[src/rtl/matriz_pkg.sv]
// Shared constants, opcodes, state encoding and helpers for the 8-bit signed matrix datapath.
package matriz_pkg;

    localparam int unsigned ELEM_W   = 8;
    localparam int unsigned MAX_ELEM = 25;
    localparam int unsigned MAT_W    = ELEM_W * MAX_ELEM;
    localparam int unsigned CNT_W    = 5;
    localparam int unsigned ADDR_W   = 8;

    localparam logic [1:0] OP_OPOSICAO  = 2'b00;
    localparam logic [1:0] OP_SOMA      = 2'b01;
    localparam logic [1:0] OP_SUBTRACAO = 2'b10;
    localparam logic [1:0] OP_ILEGAL    = 2'b11;

    typedef enum logic [2:0] {
        OCIOSO,
        LE_A,
        LE_B,
        CALCULA,
        ESCREVE,
        FIM
    } estado_t;

    typedef struct packed {
        logic [1:0]        op;
        logic [1:0]        size;
        logic [ADDR_W-1:0] base_a;
        logic [ADDR_W-1:0] base_b;
        logic [ADDR_W-1:0] base_r;
    } cmd_t;

    // Element count N = (size+2)^2 for the 2-bit size code.
    function automatic logic [CNT_W-1:0] n_elem(input logic [1:0] size);
        logic [CNT_W-1:0] n;
        case (size)
            2'b00:   n = 5'd4;
            2'b01:   n = 5'd9;
            2'b10:   n = 5'd16;
            default: n = 5'd25;
        endcase
        return n;
    endfunction

endpackage

[src/rtl/controle_matriz_if.sv]
// Command, memory and result bundle between the command source/memory and the matrix sequencer.
interface controle_matriz_if;

    logic                                  cmd_valid;
    logic                                  cmd_ready;
    logic [1:0]                            cmd_op;
    logic [1:0]                            cmd_size;
    logic [matriz_pkg::ADDR_W-1:0]         cmd_base_a;
    logic [matriz_pkg::ADDR_W-1:0]         cmd_base_b;
    logic [matriz_pkg::ADDR_W-1:0]         cmd_base_r;
    logic [matriz_pkg::ADDR_W-1:0]         mem_addr;
    logic                                  mem_rd_en;
    logic [matriz_pkg::ELEM_W-1:0]         mem_rdata;
    logic                                  mem_wr_en;
    logic [matriz_pkg::ELEM_W-1:0]         mem_wdata;
    logic [matriz_pkg::MAT_W-1:0]          resultado;
    logic                                  done;
    logic                                  erro;

    // Sequencer side.
    modport slave (
        input  cmd_valid, cmd_op, cmd_size, cmd_base_a, cmd_base_b, cmd_base_r, mem_rdata,
        output cmd_ready, mem_addr, mem_rd_en, mem_wr_en, mem_wdata, resultado, done, erro
    );

    // Command source and memory side.
    modport master (
        output cmd_valid, cmd_op, cmd_size, cmd_base_a, cmd_base_b, cmd_base_r, mem_rdata,
        input  cmd_ready, mem_addr, mem_rd_en, mem_wr_en, mem_wdata, resultado, done, erro
    );

endinterface

[src/rtl/contador_elementos.sv]
// Element index counter shared by the read and write phases; ultimo flags index N-1.
module contador_elementos
    import matriz_pkg::*;
(
    input  logic             clk,
    input  logic             rst_n,
    input  logic             clr,
    input  logic             en,
    input  logic [CNT_W-1:0] n,
    output logic [CNT_W-1:0] cnt,
    output logic             ultimo
);

    logic [CNT_W-1:0] cnt_nxt;

    always_comb begin
        cnt_nxt = cnt;
        if (clr) begin
            cnt_nxt = '0;
        end else if (en) begin
            cnt_nxt = cnt + 5'd1;
        end
    end

    // ultimo is registered together with the count so it matches the current index.
    always_ff @(posedge clk or negedge rst_n) begin
        if (!rst_n) begin
            cnt    <= '0;
            ultimo <= 1'b0;
        end else begin
            cnt    <= cnt_nxt;
            ultimo <= (cnt_nxt == (n - 5'd1));
        end
    end

endmodule

[src/rtl/oposicao_matriz.sv]
// Element-wise two's complement negation of a packed matrix; elements beyond N forced to 0.
module oposicao_matriz
    import matriz_pkg::*;
(
    input  logic [1:0]       matrix_size,
    input  logic [MAT_W-1:0] matrix_in,
    output logic [MAT_W-1:0] matrix_out
);

    logic [CNT_W-1:0] n;

    assign n = n_elem(matrix_size);

    for (genvar i = 0; i < MAX_ELEM; i++) begin : g_elem
        assign matrix_out[i*ELEM_W +: ELEM_W] = (5'(i) < n)
            ? ({ELEM_W{1'b0}} - matrix_in[i*ELEM_W +: ELEM_W])
            : {ELEM_W{1'b0}};
    end

endmodule

[src/rtl/controle_matriz.sv]
// Command-driven sequencer: loads operands element by element, evaluates the matrix
// operation, writes the result back and pulses done.
module controle_matriz
    import matriz_pkg::*;
(
    input  logic             clk,
    input  logic             rst_n,
    controle_matriz_if.slave bus
);

    estado_t            estado_q, estado_nxt;
    cmd_t               cmd_q, cmd_in;
    logic [MAT_W-1:0]   matrix_a_q, matrix_b_q, resultado_q;
    logic [MAT_W-1:0]   res_opos, res_soma, res_sub, res_calc;

    logic               ready_q, ready_nxt;
    logic               rd_q, rd_nxt;
    logic               wr_q, wr_nxt;
    logic [ADDR_W-1:0]  addr_q, addr_nxt;
    logic [ELEM_W-1:0]  wdata_q, wdata_nxt;
    logic               done_q, done_nxt;
    logic               erro_q, erro_nxt;

    logic               aceita;
    logic               cnt_clr, cnt_en;
    logic [CNT_W-1:0]   cnt, n_atual, idx_prox, cap_idx;
    logic               ultimo, fim_leitura;
    logic [ADDR_W-1:0]  base_le;

    assign cmd_in = '{op:     bus.cmd_op,
                      size:   bus.cmd_size,
                      base_a: bus.cmd_base_a,
                      base_b: bus.cmd_base_b,
                      base_r: bus.cmd_base_r};

    assign n_atual     = n_elem(cmd_q.size);
    assign idx_prox    = cnt + 5'd1;
    assign cap_idx     = cnt - 5'd1;
    assign fim_leitura = (cnt == n_atual);
    assign base_le     = (estado_q == LE_A) ? cmd_q.base_a : cmd_q.base_b;

    contador_elementos u_contador (
        .clk    (clk),
        .rst_n  (rst_n),
        .clr    (cnt_clr),
        .en     (cnt_en),
        .n      (n_atual),
        .cnt    (cnt),
        .ultimo (ultimo)
    );

    oposicao_matriz u_oposicao (
        .matrix_size (cmd_q.size),
        .matrix_in   (matrix_a_q),
        .matrix_out  (res_opos)
    );

    for (genvar i = 0; i < MAX_ELEM; i++) begin : g_arit
        assign res_soma[i*ELEM_W +: ELEM_W] = matrix_a_q[i*ELEM_W +: ELEM_W] + matrix_b_q[i*ELEM_W +: ELEM_W];
        assign res_sub[i*ELEM_W +: ELEM_W]  = matrix_a_q[i*ELEM_W +: ELEM_W] - matrix_b_q[i*ELEM_W +: ELEM_W];
    end

    always_comb begin
        case (cmd_q.op)
            OP_SOMA:      res_calc = res_soma;
            OP_SUBTRACAO: res_calc = res_sub;
            default:      res_calc = res_opos;
        endcase
    end

    // Next state plus the value every registered output takes in the next cycle.
    always_comb begin
        estado_nxt = estado_q;
        ready_nxt  = 1'b0;
        rd_nxt     = 1'b0;
        wr_nxt     = 1'b0;
        addr_nxt   = addr_q;
        wdata_nxt  = wdata_q;
        done_nxt   = 1'b0;
        erro_nxt   = 1'b0;
        aceita     = 1'b0;
        cnt_clr    = 1'b0;
        cnt_en     = 1'b0;

        case (estado_q)
            OCIOSO: begin
                ready_nxt = 1'b1;
                cnt_clr   = 1'b1;
                if (bus.cmd_valid && ready_q) begin
                    aceita    = 1'b1;
                    ready_nxt = 1'b0;
                    if (bus.cmd_op == OP_ILEGAL) begin
                        estado_nxt = FIM;
                        done_nxt   = 1'b1;
                        erro_nxt   = 1'b1;
                    end else begin
                        estado_nxt = LE_A;
                        rd_nxt     = 1'b1;
                        addr_nxt   = bus.cmd_base_a;
                    end
                end
            end

            LE_A, LE_B: begin
                if (fim_leitura) begin
                    cnt_clr = 1'b1;
                    if (estado_q == LE_A && cmd_q.op != OP_OPOSICAO) begin
                        estado_nxt = LE_B;
                        rd_nxt     = 1'b1;
                        addr_nxt   = cmd_q.base_b;
                    end else begin
                        estado_nxt = CALCULA;
                    end
                end else begin
                    cnt_en = 1'b1;
                    if (!ultimo) begin
                        rd_nxt   = 1'b1;
                        addr_nxt = base_le + 8'(idx_prox);
                    end
                end
            end

            CALCULA: begin
                estado_nxt = ESCREVE;
                cnt_clr    = 1'b1;
                wr_nxt     = 1'b1;
                addr_nxt   = cmd_q.base_r;
                wdata_nxt  = res_calc[ELEM_W-1:0];
            end

            ESCREVE: begin
                if (ultimo) begin
                    estado_nxt = FIM;
                    cnt_clr    = 1'b1;
                    done_nxt   = 1'b1;
                end else begin
                    cnt_en    = 1'b1;
                    wr_nxt    = 1'b1;
                    addr_nxt  = cmd_q.base_r + 8'(idx_prox);
                    wdata_nxt = resultado_q[{idx_prox, 3'b000} +: ELEM_W];
                end
            end

            FIM: begin
                estado_nxt = OCIOSO;
                ready_nxt  = 1'b1;
                cnt_clr    = 1'b1;
            end

            default: begin
                estado_nxt = OCIOSO;
                ready_nxt  = 1'b1;
                cnt_clr    = 1'b1;
            end
        endcase
    end

    always_ff @(posedge clk or negedge rst_n) begin
        if (!rst_n) begin
            estado_q <= OCIOSO;
            ready_q  <= 1'b1;
            rd_q     <= 1'b0;
            wr_q     <= 1'b0;
            addr_q   <= '0;
            wdata_q  <= '0;
            done_q   <= 1'b0;
            erro_q   <= 1'b0;
        end else begin
            estado_q <= estado_nxt;
            ready_q  <= ready_nxt;
            rd_q     <= rd_nxt;
            wr_q     <= wr_nxt;
            addr_q   <= addr_nxt;
            wdata_q  <= wdata_nxt;
            done_q   <= done_nxt;
            erro_q   <= erro_nxt;
        end
    end

    // Operand capture lags the read strobe by one cycle, hence index cnt-1.
    always_ff @(posedge clk or negedge rst_n) begin
        if (!rst_n) begin
            cmd_q       <= '0;
            matrix_a_q  <= '0;
            matrix_b_q  <= '0;
            resultado_q <= '0;
        end else begin
            if (aceita) begin
                cmd_q       <= cmd_in;
                matrix_a_q  <= '0;
                matrix_b_q  <= '0;
                resultado_q <= '0;
            end
            if (estado_q == LE_A && cnt != 5'd0) begin
                matrix_a_q[{cap_idx, 3'b000} +: ELEM_W] <= bus.mem_rdata;
            end
            if (estado_q == LE_B && cnt != 5'd0) begin
                matrix_b_q[{cap_idx, 3'b000} +: ELEM_W] <= bus.mem_rdata;
            end
            if (estado_q == CALCULA) begin
                resultado_q <= res_calc;
            end
        end
    end

    assign bus.cmd_ready = ready_q;
    assign bus.mem_rd_en = rd_q;
    assign bus.mem_wr_en = wr_q;
    assign bus.mem_addr  = addr_q;
    assign bus.mem_wdata = wdata_q;
    assign bus.resultado = resultado_q;
    assign bus.done      = done_q;
    assign bus.erro      = erro_q;

endmodule

[src/flat_wrapper.sv]
// flat-port wrapper written by rule: the top's interface ports become plain ports
module controle_matriz_flat import matriz_pkg::*;
  (clk, rst_n, bus_cmd_valid, bus_cmd_op, bus_cmd_size, bus_cmd_base_a, bus_cmd_base_b, bus_cmd_base_r, bus_mem_rdata, bus_cmd_ready, bus_mem_addr, bus_mem_rd_en, bus_mem_wr_en, bus_mem_wdata, bus_resultado, bus_done, bus_erro);
  controle_matriz_if bus_i ();
  input  logic clk;
  input  logic rst_n;
  input wire logic [$bits(bus_i.cmd_valid)-1:0] bus_cmd_valid;
  input wire logic [$bits(bus_i.cmd_op)-1:0] bus_cmd_op;
  input wire logic [$bits(bus_i.cmd_size)-1:0] bus_cmd_size;
  input wire logic [$bits(bus_i.cmd_base_a)-1:0] bus_cmd_base_a;
  input wire logic [$bits(bus_i.cmd_base_b)-1:0] bus_cmd_base_b;
  input wire logic [$bits(bus_i.cmd_base_r)-1:0] bus_cmd_base_r;
  input wire logic [$bits(bus_i.mem_rdata)-1:0] bus_mem_rdata;
  output wire logic [$bits(bus_i.cmd_ready)-1:0] bus_cmd_ready;
  output wire logic [$bits(bus_i.mem_addr)-1:0] bus_mem_addr;
  output wire logic [$bits(bus_i.mem_rd_en)-1:0] bus_mem_rd_en;
  output wire logic [$bits(bus_i.mem_wr_en)-1:0] bus_mem_wr_en;
  output wire logic [$bits(bus_i.mem_wdata)-1:0] bus_mem_wdata;
  output wire logic [$bits(bus_i.resultado)-1:0] bus_resultado;
  output wire logic [$bits(bus_i.done)-1:0] bus_done;
  output wire logic [$bits(bus_i.erro)-1:0] bus_erro;
  assign bus_i.cmd_valid = bus_cmd_valid;
  assign bus_i.cmd_op = bus_cmd_op;
  assign bus_i.cmd_size = bus_cmd_size;
  assign bus_i.cmd_base_a = bus_cmd_base_a;
  assign bus_i.cmd_base_b = bus_cmd_base_b;
  assign bus_i.cmd_base_r = bus_cmd_base_r;
  assign bus_i.mem_rdata = bus_mem_rdata;
  assign bus_cmd_ready = bus_i.cmd_ready;
  assign bus_mem_addr = bus_i.mem_addr;
  assign bus_mem_rd_en = bus_i.mem_rd_en;
  assign bus_mem_wr_en = bus_i.mem_wr_en;
  assign bus_mem_wdata = bus_i.mem_wdata;
  assign bus_resultado = bus_i.resultado;
  assign bus_done = bus_i.done;
  assign bus_erro = bus_i.erro;
  controle_matriz u_core (.clk(clk), .rst_n(rst_n), .bus(bus_i));
endmodule
[config.mk]
export PLATFORM = sky130hd
export DESIGN_NAME = controle_matriz_flat
export DESIGN_NICKNAME = d
export VERILOG_FILES = /design/src/rtl/matriz_pkg.sv /design/src/rtl/controle_matriz_if.sv /design/src/rtl/contador_elementos.sv /design/src/rtl/oposicao_matriz.sv /design/src/rtl/controle_matriz.sv /design/src/flat_wrapper.sv
export SDC_FILE = /design/constraint.sdc
export NUM_CORES = 2
export LEC_CHECK = 0
export BUFFER_PORTS_ARGS = -buffer_cell sky130_fd_sc_hd__buf_2
export CAP_MARGIN = 20
export CORE_AREA = 2 2 356 358
export CTS_BUF_LIST = sky130_fd_sc_hd__clkbuf_16
export CTS_CLUSTER_DIAMETER = 30
export DETAILED_ROUTE_END_ITERATION = 7
export DIE_AREA = 0 0 358 360
export GPL_TIMING_DRIVEN = 0
export PLACE_DENSITY = 0.61
export SYNTH_ARGS = -nofsm -noshare
export SYNTH_HDL_FRONTEND = slang
export SYNTH_SLANG_ARGS = --single-unit
[constraint.sdc]
create_clock -name clk -period 10 [get_ports clk]
set_input_delay 2 -clock clk [delete_from_list [all_inputs] [get_ports clk]]
set_output_delay 2 -clock clk [all_outputs]
set_load 0.1 [all_outputs]
==> flow_summary_export.csv <==
group,metric,value,unit
synthesis,synth_cells,4735,
finish,syn_to_final_growth,22.21,%
power,report.power.total,14560,µW
timing,timing.fmax,0.1918,GHz
timing,finalCritPeriodShare,52.14,%
synthesis,synth_edf_count,0,
synthesis,synth_area,43520,µm²
timing,drv_slew,0,
clock_network,cts_resized,0,
power,power.static_leakage,0.02262,µW
synthesis,async_flop_share,100.0,%
synthesis,synth_warnings,0,
placed_design,buffers_on_ports,259,
synthesis,synth.most_common_cell,"sky130_fd_sc_hd__dfrtp_1",
job,drv_cap,0,
finish,drive_above_1_share,14.39,%
critical_path,setup.worst_path.class,"flop to flop",
floorplan,dieHeight,360,µm
clock_network,h-tree-depth,4,
critical_path,setup.reg_to_reg.worst_slack,4.79,ns
detailed_routing,routed_wire_length_per_instance,26.14,µm
critical_path,critPathCaptureType,"flop",
synthesis,syn-mean-instance-area,9.190,µm²
detailed_routing,antenna_violating_nets_post_route,0,
synthesis,netlist_top_cells_count,"657 x sky130_fd_sc_hd__dfrtp_1, 577 x sky130_fd_sc_hd__nand2_1, 382 x sky130_fd_sc_hd__o21ai_0",
clock_network,postCtsSetupBuffers,0,
synthesis,synth_area_leaders,"sky130_fd_sc_hd__dfrtp_1 38%, sky130_fd_sc_hd__mux2i_1 7.4%, sky130_fd_sc_hd__xnor2_1 7.2%, sky130_fd_sc_hd__ha_1 7.0%, sky130_fd_sc_hd__nand2_1 5.0%",
placed_design,dpl.hpwl,140.8,mm
clock_network,cts_tree,"yes",
critical_path,timing.critical_path.fanout_max,10,
synthesis,synth.top_cell.area_share,37.78,%
detailed_routing,avgViaCountPerCell,5.669,
detailed_routing,drt_pass1_iterations,5,
global_routing,maximum_number_of_pins_on_one_net_before_global_route_repair,121,
floorplan,rows,130,
power,irDropWorstVdd,0.2419,mV
timing,number_of_endpoints_with_negative_hold_slack_in_the_final_report,0,
detailed_routing,dr_iter_0_viols,4107,
global_routing,first_global_vias,38340,
floorplan,floorplan.die.width,358,µm
clock_network,tritoncts.num_buffers,164,
timing,setup-violations-final,0,
global_routing,antenna_found_initial,8,
timing,worst_margin_pin_slew,1.329,ns
synthesis,unique_cell_type_count_in_the_yosys_netlist,84,
timing,slew_headroom,11.09,%
min_path,class_of_the_tightest_hold_or_removal_check,"flop to flop",
clock_network,root_buffer,"sky130_fd_sc_hd__clkbuf_16",
floorplan,floorplan.die_area,128900,µm²
synthesis,synthesis.nets,5044,
outcome,outcome,"finished, final reports clean",
timing,post-route-min-period,5.214,ns
synthesis,yosysSeqAreaShare,37.84,%
detailed_routing,vias,39580,
placed_design,gp_congestion,0.9820,
power,power.density,273.8,nW/µm²
timing,sum_of_negative_setup_slack,0,ns
critical_path,worst_ep_arrival_time,5.88,ns
critical_path,crit_required,10.67,ns
clock_network,clock_insertion_delay_worst_skew,0.80,ns
timing,finClkSkew,0.05113,ns
clock_network,cts.clk_slew.worst_paths,0.05,ns
floorplan,floorplan.initialDensity,34.84,%
detailed_routing,route.detailed.drc,0,
timing,rsz0062_at_grt,"false",
global_routing,grt_pass1_wl,263.0,mm
finish,finalNetCount,5505,
detailed_routing,finalWirelength,182.5,mm
clock_network,holdBufCountCts,0,
synthesis,synth_top_cell_by_area,"sky130_fd_sc_hd__dfrtp_1",
critical_path,critPathLaunchType,"flop",
floorplan,pin_count,260,
clock_network,max-clock-path-buffers,3,
global_routing,grt_usage,27.91,%
clock_network,clkSinkCount,658,
synthesis,synthesized_flop_and_latch_total,658,
floorplan,area_inside_the_core_boundary,124900,µm²
global_routing,total_grt_overflow,0,
synthesis,synth_flop_cell,"sky130_fd_sc_hd__dfrtp_1",
==> worst paths after layout <==
check,start,end,cells after the start
min in group asynchronous,rst_n,u_core.matrix_b_q[41]$_DFF_PN0_,1
hold reg to reg,u_core.cmd_q[17]$_DFFE_PN0P_,u_core.cmd_q[17]$_DFFE_PN0P_,2
setup / recovery,u_core.u_contador.cnt[0]$_DFF_PN0_,u_core.matrix_a_q[40]$_DFF_PN0_,10
setup reg to reg,u_core.u_contador.cnt[0]$_DFF_PN0_,u_core.matrix_a_q[40]$_DFF_PN0_,10
hold / removal,u_core.cmd_q[17]$_DFFE_PN0P_,u_core.cmd_q[17]$_DFFE_PN0P_,2
max in group asynchronous,rst_n,u_core.bus.resultado[136]$_DFFE_PN0P_,3
==> critical path: stages (launching register included) <==
cell,delay (ns)
sky130_fd_sc_hd__dfrtp_1,0.40
sky130_fd_sc_hd__buf_4,0.22
sky130_fd_sc_hd__inv_2,0.14
sky130_fd_sc_hd__ha_1,0.48
sky130_fd_sc_hd__buf_6,0.32
sky130_fd_sc_hd__buf_2,0.70
sky130_fd_sc_hd__inv_1,0.39
sky130_fd_sc_hd__nor2_1,1.09
sky130_fd_sc_hd__clkbuf_1,0.58
sky130_fd_sc_hd__nand3_1,0.48
sky130_fd_sc_hd__mux2i_1,0.28
==> metal layers <==
| layer | global-route usage (%) | vias up | part of all wire [%] |
|---|---|---|---|
| met5 | 0 | - | 0.015 |
| met4 | 14.16 | 4 | 5.4 |
| met3 | 7.873 | 408 | 9.5 |
| met2 | 42.23 | 1870 | 44 |
| met1 | 36.24 | 19720 | 41 |
| li1 | - | 17580 | - |
==> layout by cell type (no fill, tap or decap), drive strengths merged, types with 27 or more instances in the layout <==
cell / instances
a21o: 28
a21oi: 126
a22oi: 112
a2bb2oi: 40
a31oi: 89
and3: 35
buf: 376
clkbuf: 361
clkinv: 67
dfrtp: 657
fa: 27
ha: 243
inv: 246
mux2: 30
mux2i: 323
mux4: 48
nand2: 580
nand2b: 80
nand3: 264
nor2: 300
nor2b: 81
nor3: 134
nor4: 28
o21ai: 401
xnor2: 359
xor2: 104
==> report_power, final <==
part | switching [µW] | internal [µW]
logic | 4410 | 1450
registers | 357 | 2910
clock network | 1850 | 3580
total | 6610 | 7940
==> final cells by class <==
type | count | area [µm²]
Fill cell | 12290 | 71740
Inverter | 218 | 818.3
Tap cell | 1650 | 2064
Clock buffer | 164 | 4104
Antenna cell | 2 | 5.005
Multi-Input combinational cell | 3581 | 25060
Buffer | 278 | 1179
Clock inverter | 136 | 1501
Sequential cell | 658 | 16470
Timing Repair Buffer | 295 | 1981
==> stage by stage <==
step,cells,hold slack (ns),utilization (%),worst slack (ns),area (µm²)
after floorplan,4735,0.4450,-,6.682,43520
after global placement,6644,0.4619,37.53,-7.528,46880
after detailed placement,6676,0.4651,38.04,5.029,47520
after CTS,6976,0.4787,42.53,5.021,53120
after global routing,6980,0.5051,42.57,4.766,53180
final,6982,0.4817,42.57,4.786,53180
==> flip-flops by register name (all words and copies together) (netlist names) <==
register and count:
u_core.bus.resultado 200, u_core.matrix_a_q 200, u_core.matrix_b_q 200, u_core.cmd_q 28
u_core.bus.mem_addr 8, u_core.bus.mem_wdata 8, u_core.u_contador.cnt 5, u_core.estado_q 3
u_core.bus.cmd_ready 1, u_core.bus.done 1, u_core.bus.erro 1, u_core.bus.mem_rd_en 1
u_core.bus.mem_wr_en 1, u_core.u_contador.ultimo 1
==> kinds of logic after synthesis <==
kind of cell             Yosys count  share of synthesized area [%]
flip-flops                       658                          37.84
XOR/XNOR                         463                          9.370
AND/OR/NAND/NOR                 1550                          16.54
buffers and inverters            496                          4.572
adder cells (fa/ha/maj)          270                          8.229
AO/OA/AOI/OAI                    897                          12.74
multiplexers                     401                          10.71
Note: power is estimated with default switching activity, not from simulation.
